===== src/rtl/link_up_pkg.sv =====
// rtl/link_up_pkg.sv - shared types and sizing helpers for the link upstream credit serdes
//
// Purpose : state encoding, width helpers and the credit lane type used by
//           link_ddr_upstream_credit_serdes and link_up_credit_ctr.
// Ports   : none (package).
package link_up_pkg;

   typedef enum logic [0:0] {
      IDLE = 1'b0,   // no word held
      SEND = 1'b1    // word held, beats outstanding
   } state_t;

   localparam int DEF_MAX_CREDITS = 16;

   // Core word width: every channel contributes CH_W bits on each of RATIO beats.
   function automatic int link_width(input int ch_w, input int num_ch, input int ratio);
      return ch_w * num_ch * ratio;
   endfunction

   // Credit lane width; must represent MAX_CREDITS itself, hence the +1.
   function automatic int credit_width(input int max_credits);
      return $clog2(max_credits + 1);
   endfunction

   typedef logic [credit_width(DEF_MAX_CREDITS)-1:0] credit_t;

endpackage


===== src/rtl/link_up_credit_ctr.sv =====
// rtl/link_up_credit_ctr.sv - per-channel saturating credit counter
//
// Purpose : holds the credits for one channel; a beat consumes one, a token
//           pulse returns TOKEN_BATCH. Saturates at MAX_CREDITS.
// Ports   : clk, rst         clock, synchronous active-high reset
//           dec              a beat fired this cycle (only when has_credit)
//           inc              token pulse from the downstream
//           credits          current credit count (MAX_CREDITS after reset)
//           has_credit       credits >= 1
//           overflow         this cycle's update exceeded MAX_CREDITS
module link_up_credit_ctr
   import link_up_pkg::*;
#(
   parameter int MAX_CREDITS = 16,
   parameter int TOKEN_BATCH = 4,
   parameter int CRW         = credit_width(MAX_CREDITS)
) (
   input  logic           clk,
   input  logic           rst,
   input  logic           dec,
   input  logic           inc,
   output logic [CRW-1:0] credits,
   output logic           has_credit,
   output logic           overflow
);

   // One extra bit: MAX_CREDITS + TOKEN_BATCH <= 2*MAX_CREDITS fits in CRW+1 bits.
   localparam logic [CRW:0] MAX_X   = (CRW+1)'(MAX_CREDITS);
   localparam logic [CRW:0] BATCH_X = (CRW+1)'(TOKEN_BATCH);

   logic [CRW:0] sum;

   // dec is only asserted with credits >= 1, so the subtraction never wraps.
   always_comb begin
      sum = {1'b0, credits} - {{CRW{1'b0}}, dec} + (inc ? BATCH_X : '0);
   end

   assign overflow   = (sum > MAX_X);
   assign has_credit = |credits;

   always_ff @(posedge clk) begin
      if (rst) begin
         credits <= CRW'(MAX_CREDITS);
      end else if (overflow) begin
         credits <= CRW'(MAX_CREDITS);
      end else begin
         credits <= sum[CRW-1:0];
      end
   end

endmodule


===== src/rtl/link_ddr_upstream_credit_serdes.sv =====
// rtl/link_ddr_upstream_credit_serdes.sv - credit-gated wide-word to multi-channel beat serialiser
//
// Purpose : holds one core word and sends it as RATIO beats over NUM_CH
//           channels in lockstep, gated by per-channel credits.
//           Optional statistics counters under macro LINK_UP_STATS_EN.
// Ports   : clk, rst                   clock, synchronous active-high reset
//           core_valid_i/core_data_i   core word handshake input
//           core_ready_o               word accepted this cycle when valid
//           token_i                    per-channel credit return pulses
//           io_valid_o/io_data_o       registered beat per channel
//           credit_o                   credits per channel, CRW bits per lane
//           busy_o                     a held word still has beats to send
//           err_o                      sticky credit overflow
//           sent_cnt_o                 words fully sent (stats)
//           returned_cnt_o             credits returned on channel 0 (stats)
module link_ddr_upstream_credit_serdes
   import link_up_pkg::*;
#(
   parameter int CH_W        = 8,
   parameter int NUM_CH      = 2,
   parameter int RATIO       = 4,
   parameter int MAX_CREDITS = 16,
   parameter int TOKEN_BATCH = 4,
   parameter int CNT_W       = 7
) (
   input  logic                                         clk,
   input  logic                                         rst,
   input  logic                                         core_valid_i,
   input  logic [link_width(CH_W, NUM_CH, RATIO)-1:0]   core_data_i,
   output logic                                         core_ready_o,
   input  logic [NUM_CH-1:0]                            token_i,
   output logic [NUM_CH-1:0]                            io_valid_o,
   output logic [NUM_CH*CH_W-1:0]                       io_data_o,
   output logic [NUM_CH*credit_width(MAX_CREDITS)-1:0]  credit_o,
   output logic                                         busy_o,
   output logic                                         err_o,
   output logic [CNT_W-1:0]                             sent_cnt_o,
   output logic [CNT_W-1:0]                             returned_cnt_o
);

   localparam int CRW    = credit_width(MAX_CREDITS);
   localparam int BEAT_W = NUM_CH * CH_W;
   localparam int KW     = $clog2(RATIO);
   localparam logic [KW-1:0] K_LAST = KW'(RATIO - 1);

   state_t                        state;
   logic                          hold_valid;
   logic [RATIO-1:0][BEAT_W-1:0]  hold_beats;   // beat k = channels 0..NUM_CH-1 of slice k
   logic [KW-1:0]                 k;
   logic [NUM_CH-1:0]             has_credit;
   logic [NUM_CH-1:0]             overflow;
   logic                          fire;
   logic                          last_fire;
   logic                          accept;

   assign hold_valid   = (state == SEND);
   assign fire         = hold_valid & (&has_credit);
   assign last_fire    = fire & (k == K_LAST);
   // Accepting on the last beat lets consecutive words stream without a bubble.
   assign core_ready_o = ~hold_valid | last_fire;
   assign accept       = core_valid_i & core_ready_o;
   assign busy_o       = hold_valid;

   always_ff @(posedge clk) begin
      if (rst) begin
         state      <= IDLE;
         k          <= '0;
         hold_beats <= '0;
         io_valid_o <= '0;
         io_data_o  <= '0;
         err_o      <= 1'b0;
      end else begin
         if (accept) begin
            state      <= SEND;
            hold_beats <= core_data_i;
            k          <= '0;
         end else if (last_fire) begin
            state <= IDLE;
            k     <= '0;
         end else if (fire) begin
            k <= k + KW'(1);
         end
         io_valid_o <= {NUM_CH{fire}};
         if (fire) begin
            io_data_o <= hold_beats[k];
         end
         if (|overflow) begin
            err_o <= 1'b1;
         end
      end
   end

   for (genvar c = 0; c < NUM_CH; c++) begin : g_ch
      link_up_credit_ctr #(
         .MAX_CREDITS (MAX_CREDITS),
         .TOKEN_BATCH (TOKEN_BATCH),
         .CRW         (CRW)
      ) u_ctr (
         .clk        (clk),
         .rst        (rst),
         .dec        (fire),
         .inc        (token_i[c]),
         .credits    (credit_o[c*CRW +: CRW]),
         .has_credit (has_credit[c]),
         .overflow   (overflow[c])
      );
   end

`ifdef LINK_UP_STATS_EN
   always_ff @(posedge clk) begin
      if (rst) begin
         sent_cnt_o     <= '0;
         returned_cnt_o <= '0;
      end else begin
         if (last_fire) begin
            sent_cnt_o <= sent_cnt_o + CNT_W'(1);
         end
         if (token_i[0]) begin
            returned_cnt_o <= returned_cnt_o + CNT_W'(TOKEN_BATCH);
         end
      end
   end
`else
   assign sent_cnt_o     = '0;
   assign returned_cnt_o = '0;
`endif

endmodule


===== config.mk =====
export PLATFORM = sky130hd
export DESIGN_NAME = link_ddr_upstream_credit_serdes
export DESIGN_NICKNAME = d
export VERILOG_FILES = /design/src/rtl/link_up_pkg.sv /design/src/rtl/link_up_credit_ctr.sv /design/src/rtl/link_ddr_upstream_credit_serdes.sv
export SDC_FILE = /design/constraint.sdc
export NUM_CORES = 1
export LEC_CHECK = 0
export CORE_MARGIN = 1.5
export CORE_UTILIZATION = 49
export DETAILED_ROUTE_END_ITERATION = 8
export HOLD_SLACK_MARGIN = 0.02
export PLACE_DENSITY = 0.77
export REMOVE_ABC_BUFFERS = 1
export SLEW_MARGIN = 20
export SYNTH_ARGS = -nofsm -noshare
export SYNTH_HDL_FRONTEND = slang
export SYNTH_SLANG_ARGS = --single-unit

===== constraint.sdc =====
create_clock -name clk -period 3.61 [get_ports clk]
set_input_delay 0.9025 -clock clk [delete_from_list [all_inputs] [get_ports clk]]
set_output_delay 0.9025 -clock clk [all_outputs]
set_load 0.1 [all_outputs]

==> metrics.md, run 1 <==
| Metric | Value |
|---|---|
| Number of post-CTS setup repair buffers | 0 |
| # setup viols final | 0 |
| Skew-Pair Late Insertion Delay | 0.34 ns |
| Setup CP Type | flip-flop to flip-flop |
| Post-synth EDFFs | 0 |
| Main area contributors after synthesis | dfxtp_1 42%, mux2i_1 18%, nand2_1 11% |
| Nets | about 640 |
| Max Root-Sink Buffers | 2 |
| Die W | 99.1 um |
| Final WS setup | around 0.4 ns |
| IO Count | between 100 and 150 |
| Worst EP required | 3.90 ns |
| Worst Setup End Kind | flip-flop |
| Hold depth | 2 |
| Vias in the first global route | 3306 |
| Gpl congestion | slightly above 0.8 |
| Final Critical Period | approximately 3.2 ns |
| Design Area, Final | ~5700 sq um |
| Grt total ovfl | 0 |
| Reg-to-reg setup timing slack | 0.40 ns |
| Worst flop-to-flop path startpoint | g_ch[1].u_ctr.credits[1] |
| Clock Pin Slew Worst Setup and Hold Paths | ~0.08 ns |
| Row cnt | 34 |
| CP max FO | 5 |
| Pre-CTS WS | between 0.3 and 0.4 ns |
| Starting density of the core | 51.1% |
| Slew margin rel. | a little over a third |
| Die Y | a little under 100 um |
| Slew @ Worst Pin | between 0.9 and 1 ns |
| HP Start | hold_beats[2] |
| RR Endpoint | g_ch[1].u_ctr.credits[2] |
| Number of port buffers | 99 |
| Synth Register Bits | 95 |
| Ant diodes | 0 |
| PD cells | between 500 and 600 nW/um^2 |
| Register area share after synthesis | roughly 42% |
| Period utilisation layout | 89.0% |
| Post-Route WL | 9.00 mm |
| Post-synth top flop | dfxtp_1 |
| Worst EP arrival | 3.50 ns |
| DRT antenna net count | 0 |
| DRC | 0 |
| Max Freq | about 310 MHz |
| Area growth syn-to-layout | 26.1% |
| Deepest level of the CTS H-tree | 3 |
| Critical-path cell list | or4_1 > o221ai_4 > inv_1 > ha_1 > inv_1 > ha_1 > fa_1 > nor3b_1 > a2bb2oi_1 > a2111oi_1 > buf_4 > and2_1 |
| Fin Hold WS | ~0.46 ns |
| Worst r2r path cells | 12 |
| Total core area | 8850 sq um |
| TritonCTS clock tree | done |
| Share of post-route cells with drive strength above 1 | 11.6% |
| Initial antenna violation count | 0 |
| Clk_skew | 0.00844 ns |
| Top-count cell post-synth | nand2_1 |
| RSZ-0062 raised after global routing | no |
| Max-Cap Viols | 0 |
| Post-DP Area | ~5500 sq um |
| Gate Count Post-Synth | 470 |
| Vias post-DR | 3409 |
| Post-synth top area share | between 40% and 50% |
| Internal power | ~2 mW |
| Sw Share | approximately two fifths |
| CTS Sinks | 95 |
| Max-slew violation count | 0 |
| Yosys warns | 0 |
| Logic pwr share | 43.3% |
| Clock buffer count from CTS | 9 |
| Max incr delay on CP | between 0.6 and 0.7 ns |
| Fin. Hold Viols | 0 |
| Cell Area, Synth | about 4500 sq um |
| Post_cts resized | 0 |
| Outcome | completed |
| FFs w/ async S/R, synth | 0% |
| Starting DRT DRC Count | 73 |
| GRT Total Usage | 19.0% |
| First-pass GRT wire length | around 15 mm |
| Leading cell types by count after synthesis | 132 x nand2_1, 95 x dfxtp_1, 80 x mux2i_1 |
| Clk root buf | clkbuf_8 |
| Clk pwr share | ~20% |
| Critical path startpoint category | flip-flop |
| Psw | 1.36 mW |
| Synth area leader | dfxtp_1 |
| Routed len/inst | 13.5 um |
| Hold buffers post-CTS | 0 |
| Hold Crit Class | flip-flop to flip-flop |
| Die Area | 9810 sq um |
| Worst Hold End | hold_beats[2] |
| Critical Path Slowest Stage Cell | or4_1 |
| Power share of the sequential group | around 37% |
| VDD IR max | 0.393 mV |
| DP HPWL | ~6.3 mm |
| Distinct cells, synth | 39 |
| Largest net degree at the start of global routing | between 60 and 70 |
| Vias per cell | approximately 5 |
| Router iterations before antenna repair | 4 |
| Mean cell area of the mapped netlist | ~9.6 sq um |
| Leakage | 2.41 nW |
[registers in the layout, summed over array words and instances, names as in the netlist]
register	count
k	2
hold_beats	64
busy_o	1
err_o	1
io_data_o	16
io_valid_o	1
g_ch.u_ctr.credits	10
[worst max path at each step]
stage,startpoint,to,depth (start not counted)
after CTS,g_ch[1].u_ctr.credits[1],g_ch[1].u_ctr.credits[2],12
after floorplan,g_ch[1].u_ctr.credits[1],hold_beats[0],4
after global routing,g_ch[1].u_ctr.credits[1],g_ch[1].u_ctr.credits[3],12
final,g_ch[1].u_ctr.credits[1],g_ch[1].u_ctr.credits[2],12
after global placement,token_i[1],g_ch[1].u_ctr.credits[0],10
after detailed placement,token_i[1],g_ch[1].u_ctr.credits[2],10
[area by class of cell]
type / count / area, sq um
Clock buffer: 10 / 128
Clock inverter: 5 / 58.8
Fill cell: 748 / 3150
Inverter: 21 / 81.3
Multi-Input combinational cell: 322 / 2340
Sequential cell: 95 / 1900
Tap cell: 108 / 135
Timing Repair Buffer: 108 / 1050
[per-stage QoR]
stage / TNS, ns / power [mW] / cells / util [%]
global route: 0 / 3.54 / 669 / 64.4
detailed placement: 0 / 2.69 / 654 / 62.3
CTS: 0 / 3.37 / 669 / 64.4
global placement: 0 / 2.65 / 654 / 62.3
finish: 0 / 3.35 / 669 / 64.4
floorplan: -208.14 / 2.35 / 438 / -
[cell usage in the layout, fill, tap and decap left out, types with 2 or more instances in the layout]
| master | n |
|---|---|
| a211oi_2 | 2 |
| clkbuf_8 | 9 |
| nor3_1 | 2 |
| or4_1 | 2 |
| mux4_2 | 16 |
| xnor2_1 | 2 |
| a21oi_1 | 4 |
| clkdlybuf4s50_1 | 82 |
| buf_12 | 3 |
| mux2i_1 | 80 |
| nor2_1 | 21 |
| nand2_1 | 132 |
| and3_1 | 3 |
| conb_1 | 14 |
| a211oi_1 | 3 |
| o21ai_0 | 5 |
| fa_1 | 2 |
| nor3b_1 | 2 |
| clkinvlp_4 | 2 |
| nor2b_1 | 2 |
| inv_1 | 20 |
| and2_1 | 2 |
| buf_4 | 23 |
| dfxtp_1 | 95 |
| ha_1 | 13 |
[critical path, delay by kind of cell, from the launching register on]
family / cells / cell delay [ns]
AO/OA/AOI/OAI: 3 / 0.70
buffers and inverters: 3 / 0.34
adder cells (fa/ha/maj): 3 / 0.80
AND/OR/NAND/NOR: 3 / 0.95
flip-flops: 1 / 0.37
[cell families after synthesis]
| family | count (synthesis) | synth area share [%] |
|---|---|---|
| AOI/OAI and AO/OA | 26 | 4.48 |
| and+or+nand+nor | 169 | 15.0 |
| muxes | 96 | 25.7 |
| adders and majority gates | 15 | 4.48 |
| other | 1 | 0.0829 |
| DFF | 95 | 42.1 |
| xor gates and xnor gates | 2 | 0.387 |
| buffers and inverters | 66 | 7.83 |
[power by group through the flow]
| stage | clock network [mW] | logic, mW | registers (mW) |
|---|---|---|---|
| floorplan | 0 | 0.710 | 1.64 |
| global placement | 0 | 1.41 | 1.25 |
| detailed placement | 0 | 1.44 | 1.25 |
| CTS | 0.696 | 1.45 | 1.23 |
| global route | 0.739 | 1.55 | 1.24 |
| finish | 0.673 | 1.45 | 1.23 |
[per-layer routing]
| metal | track usage [%] | wire, um | share of wire, % |
|---|---|---|---|
| met2 | 33.2 | 4350 | 48 |
| met5 | 0 | 0 | 0 |
| met3 | 3.05 | 365 | 4.1 |
| met4 | 6.61 | 60 | 0.67 |
| met1 | 23.8 | 4230 | 47 |
Power figures use the tool's default switching activity.
==> run 2, diff against run 1 <==
- CELL_PAD_IN_SITES_DETAIL_PLACEMENT: unset -> 0
- CELL_PAD_IN_SITES_GLOBAL_PLACEMENT: unset -> 1
- CORE_UTILIZATION: 49 -> 37
==> run 2 against run 1 <==
Net effect:
- flip-flop and latch count did not move
- combinational power barely moved
- design area is 2.3% higher
- register-to-register slack is essentially flat
- critical path depth is the same
- non-clock buffer count fell by 1
- via count is 1.6% lower
- routed wire length is 8.1% higher
- power is 6.7% higher
- die area grew 31%
- sequential power is essentially flat
- fmax decreased by 0.34%
- critical path type unchanged
- largest cell class unchanged
==> metrics.md, run 2 (synthesis results as in run 1) <==
| Metric | Value |
|---|---|
| First-pass GRT wire length | around 16 mm |
| Routed length on met3 | 410 um |
| Post_cts resized | 0 |
| Largest net degree at the start of global routing | 67 |
| VDD IR max | 0.242 mV |
| Ant diodes | 0 |
| Die W | around 110 um |
| Crit path launch | g_ch[1].u_ctr.credits[1] |
| Die Y | approximately 110 um |
| Post-Route WL | just under 10 mm |
| Hold buffers post-CTS | 0 |
| Starting density of the core | a little under two fifths |
| # setup viols final | 0 |
| TritonCTS clock tree | done |
| Worst r2r path cells | 12 |
| Vias per cell | ~4.7 |
| Area growth syn-to-layout | 29.0% |
| Fin. Hold Viols | 0 |
| M1 WL | approximately 4.8 mm |
| Clk root buf | clkbuf_16 |
| Max layer used | met4 |
| Largest Register | hold_beats |
| DRT antenna net count | 0 |
| Max-Cap Viols | 0 |
| Critical path startpoint category | flip-flop |
| PD cells | about 610 nW/um^2 |
| Deepest level of the CTS H-tree | 3 |
| Max Freq | slightly above 300 MHz |
| Worst EP required | around 3.9 ns |
| Setup CP Type | flip-flop to flip-flop |
| Total core area | about 12000 sq um |
| Largest regs | hold_beats x64, io_data_o x16, g_ch.u_ctr.credits x10 |
| Worst flop-to-flop path startpoint | g_ch[1].u_ctr.credits[1] |
| Starting DRT DRC Count | ~140 |
| DP HPWL | roughly 6.6 mm |
| GRT Total Usage | between 10% and 20% |
| CTS Sinks | 95 |
| Commonest non-fill, non-tap cells in the layout | 132 x nand2_1, 95 x dfxtp_1, 80 x mux2i_1 |
| IO Count | between 100 and 150 |
| Reg-to-reg setup timing slack | approximately 0.39 ns |
| Worst EP arrival | 3.49 ns |
| Final WS setup | 0.388 ns |
| Post-DP Area | about 5500 sq um |
| Nets | 640 |
| Hold Crit Class | flip-flop to flip-flop |
| Slew margin rel. | 35.2% |
| Outcome | completed |
| CP max FO | 5 |
| RR Endpoint | g_ch[1].u_ctr.credits[0] |
| Initial antenna violation count | 0 |
| Max-slew violation count | 0 |
| Number of post-CTS setup repair buffers | 0 |
| Final Critical Period | roughly 3.2 ns |
| Die Area | 12900 sq um |
| Final Core Density | between 40% and 50% |
| Clock Pin Slew Worst Setup and Hold Paths | 0.06 ns |
| Max FFs per register | 64 |
| Met2 wire length | around 4.4 mm |
| Gpl congestion | about 0.73 |
| RSZ-0062 raised after global routing | no |
| Clock buffer count from CTS | 9 |
| Clk_skew | approximately 0.0067 ns |
| Vias in the first global route | 3425 |
| Leakage | 2.46 nW |
| Most common cell after layout, fill and taps aside | nand2_1 |
| Period utilisation layout | slightly below 90% |
| Max Root-Sink Buffers | 2 |
| Row cnt | 40 |
| Routed len/inst | 13.7 um |
| Number of port buffers | 99 |
| Pre-CTS WS | about 0.28 ns |
| Vias post-DR | between 3000 and 4000 |
| Worst Setup End Kind | flip-flop |
| Slew @ Worst Pin | around 0.97 ns |
| Crit path to | g_ch[1].u_ctr.credits[0] |
| Router iterations before antenna repair | 4 |
| Share of post-route cells with drive strength above 1 | between 10% and 20% |
| Design Area, Final | roughly 6000 sq um |
| Grt total ovfl | 0 |
| Skew-Pair Late Insertion Delay | 0.33 ns |
| DRC | 0 |
run 2: cell count changes in the layout (fill, tap and decap cells not counted), sizes merged:
cell	before	now
inv	22	23
clkdlybuf4s50	82	79
clkinvlp	2	1
buf	26	28
bufinv	1	0
clkinv	1	3
run 2: final cells by class:
cell class / count / area, sq um
Tap cell: 147 / 184
Fill cell: 1114 / 6130
Multi-Input combinational cell: 322 / 2340
Clock buffer: 10 / 239
Clock inverter: 6 / 43.8
Inverter: 21 / 81.3
Sequential cell: 95 / 1900
Timing Repair Buffer: 107 / 1040
run 2: worst max-delay path, stage by stage, from the launching register on:
cell and delay [ns]:
dfxtp_1 0.36, or4_1 0.64, o221ai_4 0.20, inv_1 0.09, ha_1 0.18, inv_1 0.05, ha_1 0.18, fa_1 0.44
nor3b_1 0.20, a2bb2oi_1 0.10, a2111oi_1 0.39, buf_4 0.19, nor2b_1 0.13
run 2: worst min path at each step:
stage | from | to | slack, ns | cells after the start
CTS | hold_beats[26] | hold_beats[26] | 0.46 | 2
global placement | hold_beats[17] | hold_beats[17] | 0.44 | 2
floorplan | hold_beats[32] | hold_beats[32] | 0.43 | 2
detailed placement | hold_beats[38] | hold_beats[38] | 0.45 | 2
global route | hold_beats[57] | hold_beats[57] | 0.47 | 2
finish | hold_beats[57] | hold_beats[57] | 0.46 | 2
run 2: stage by stage:
stage	hold WS [ns]	instances	setup TNS [ns]	total power [mW]
2_1_floorplan	0.432	438	-208.14	2.35
3_3_place_gp	0.439	692	0	2.67
3_5_place_dp	0.447	692	0	2.70
4_1_cts	0.458	708	0	3.61
5_1_grt	0.470	708	0	3.78
6_report	0.456	708	0	3.57
run 2: where the power goes:
part | switching (mW) | total [mW] | internal [mW]
Clock | 0.409 | 0.898 | 0.490
Sequential | 0.0765 | 1.23 | 1.15
Combinational | 0.928 | 1.45 | 0.517
run 2: routing by layer:
metal  up-vias  global-route usage [%]
met5         -                       0
met3         9                    2.76
met1      1545                    20.9
met2        79                    26.5
met4         0                    5.83
li1       1720                       -
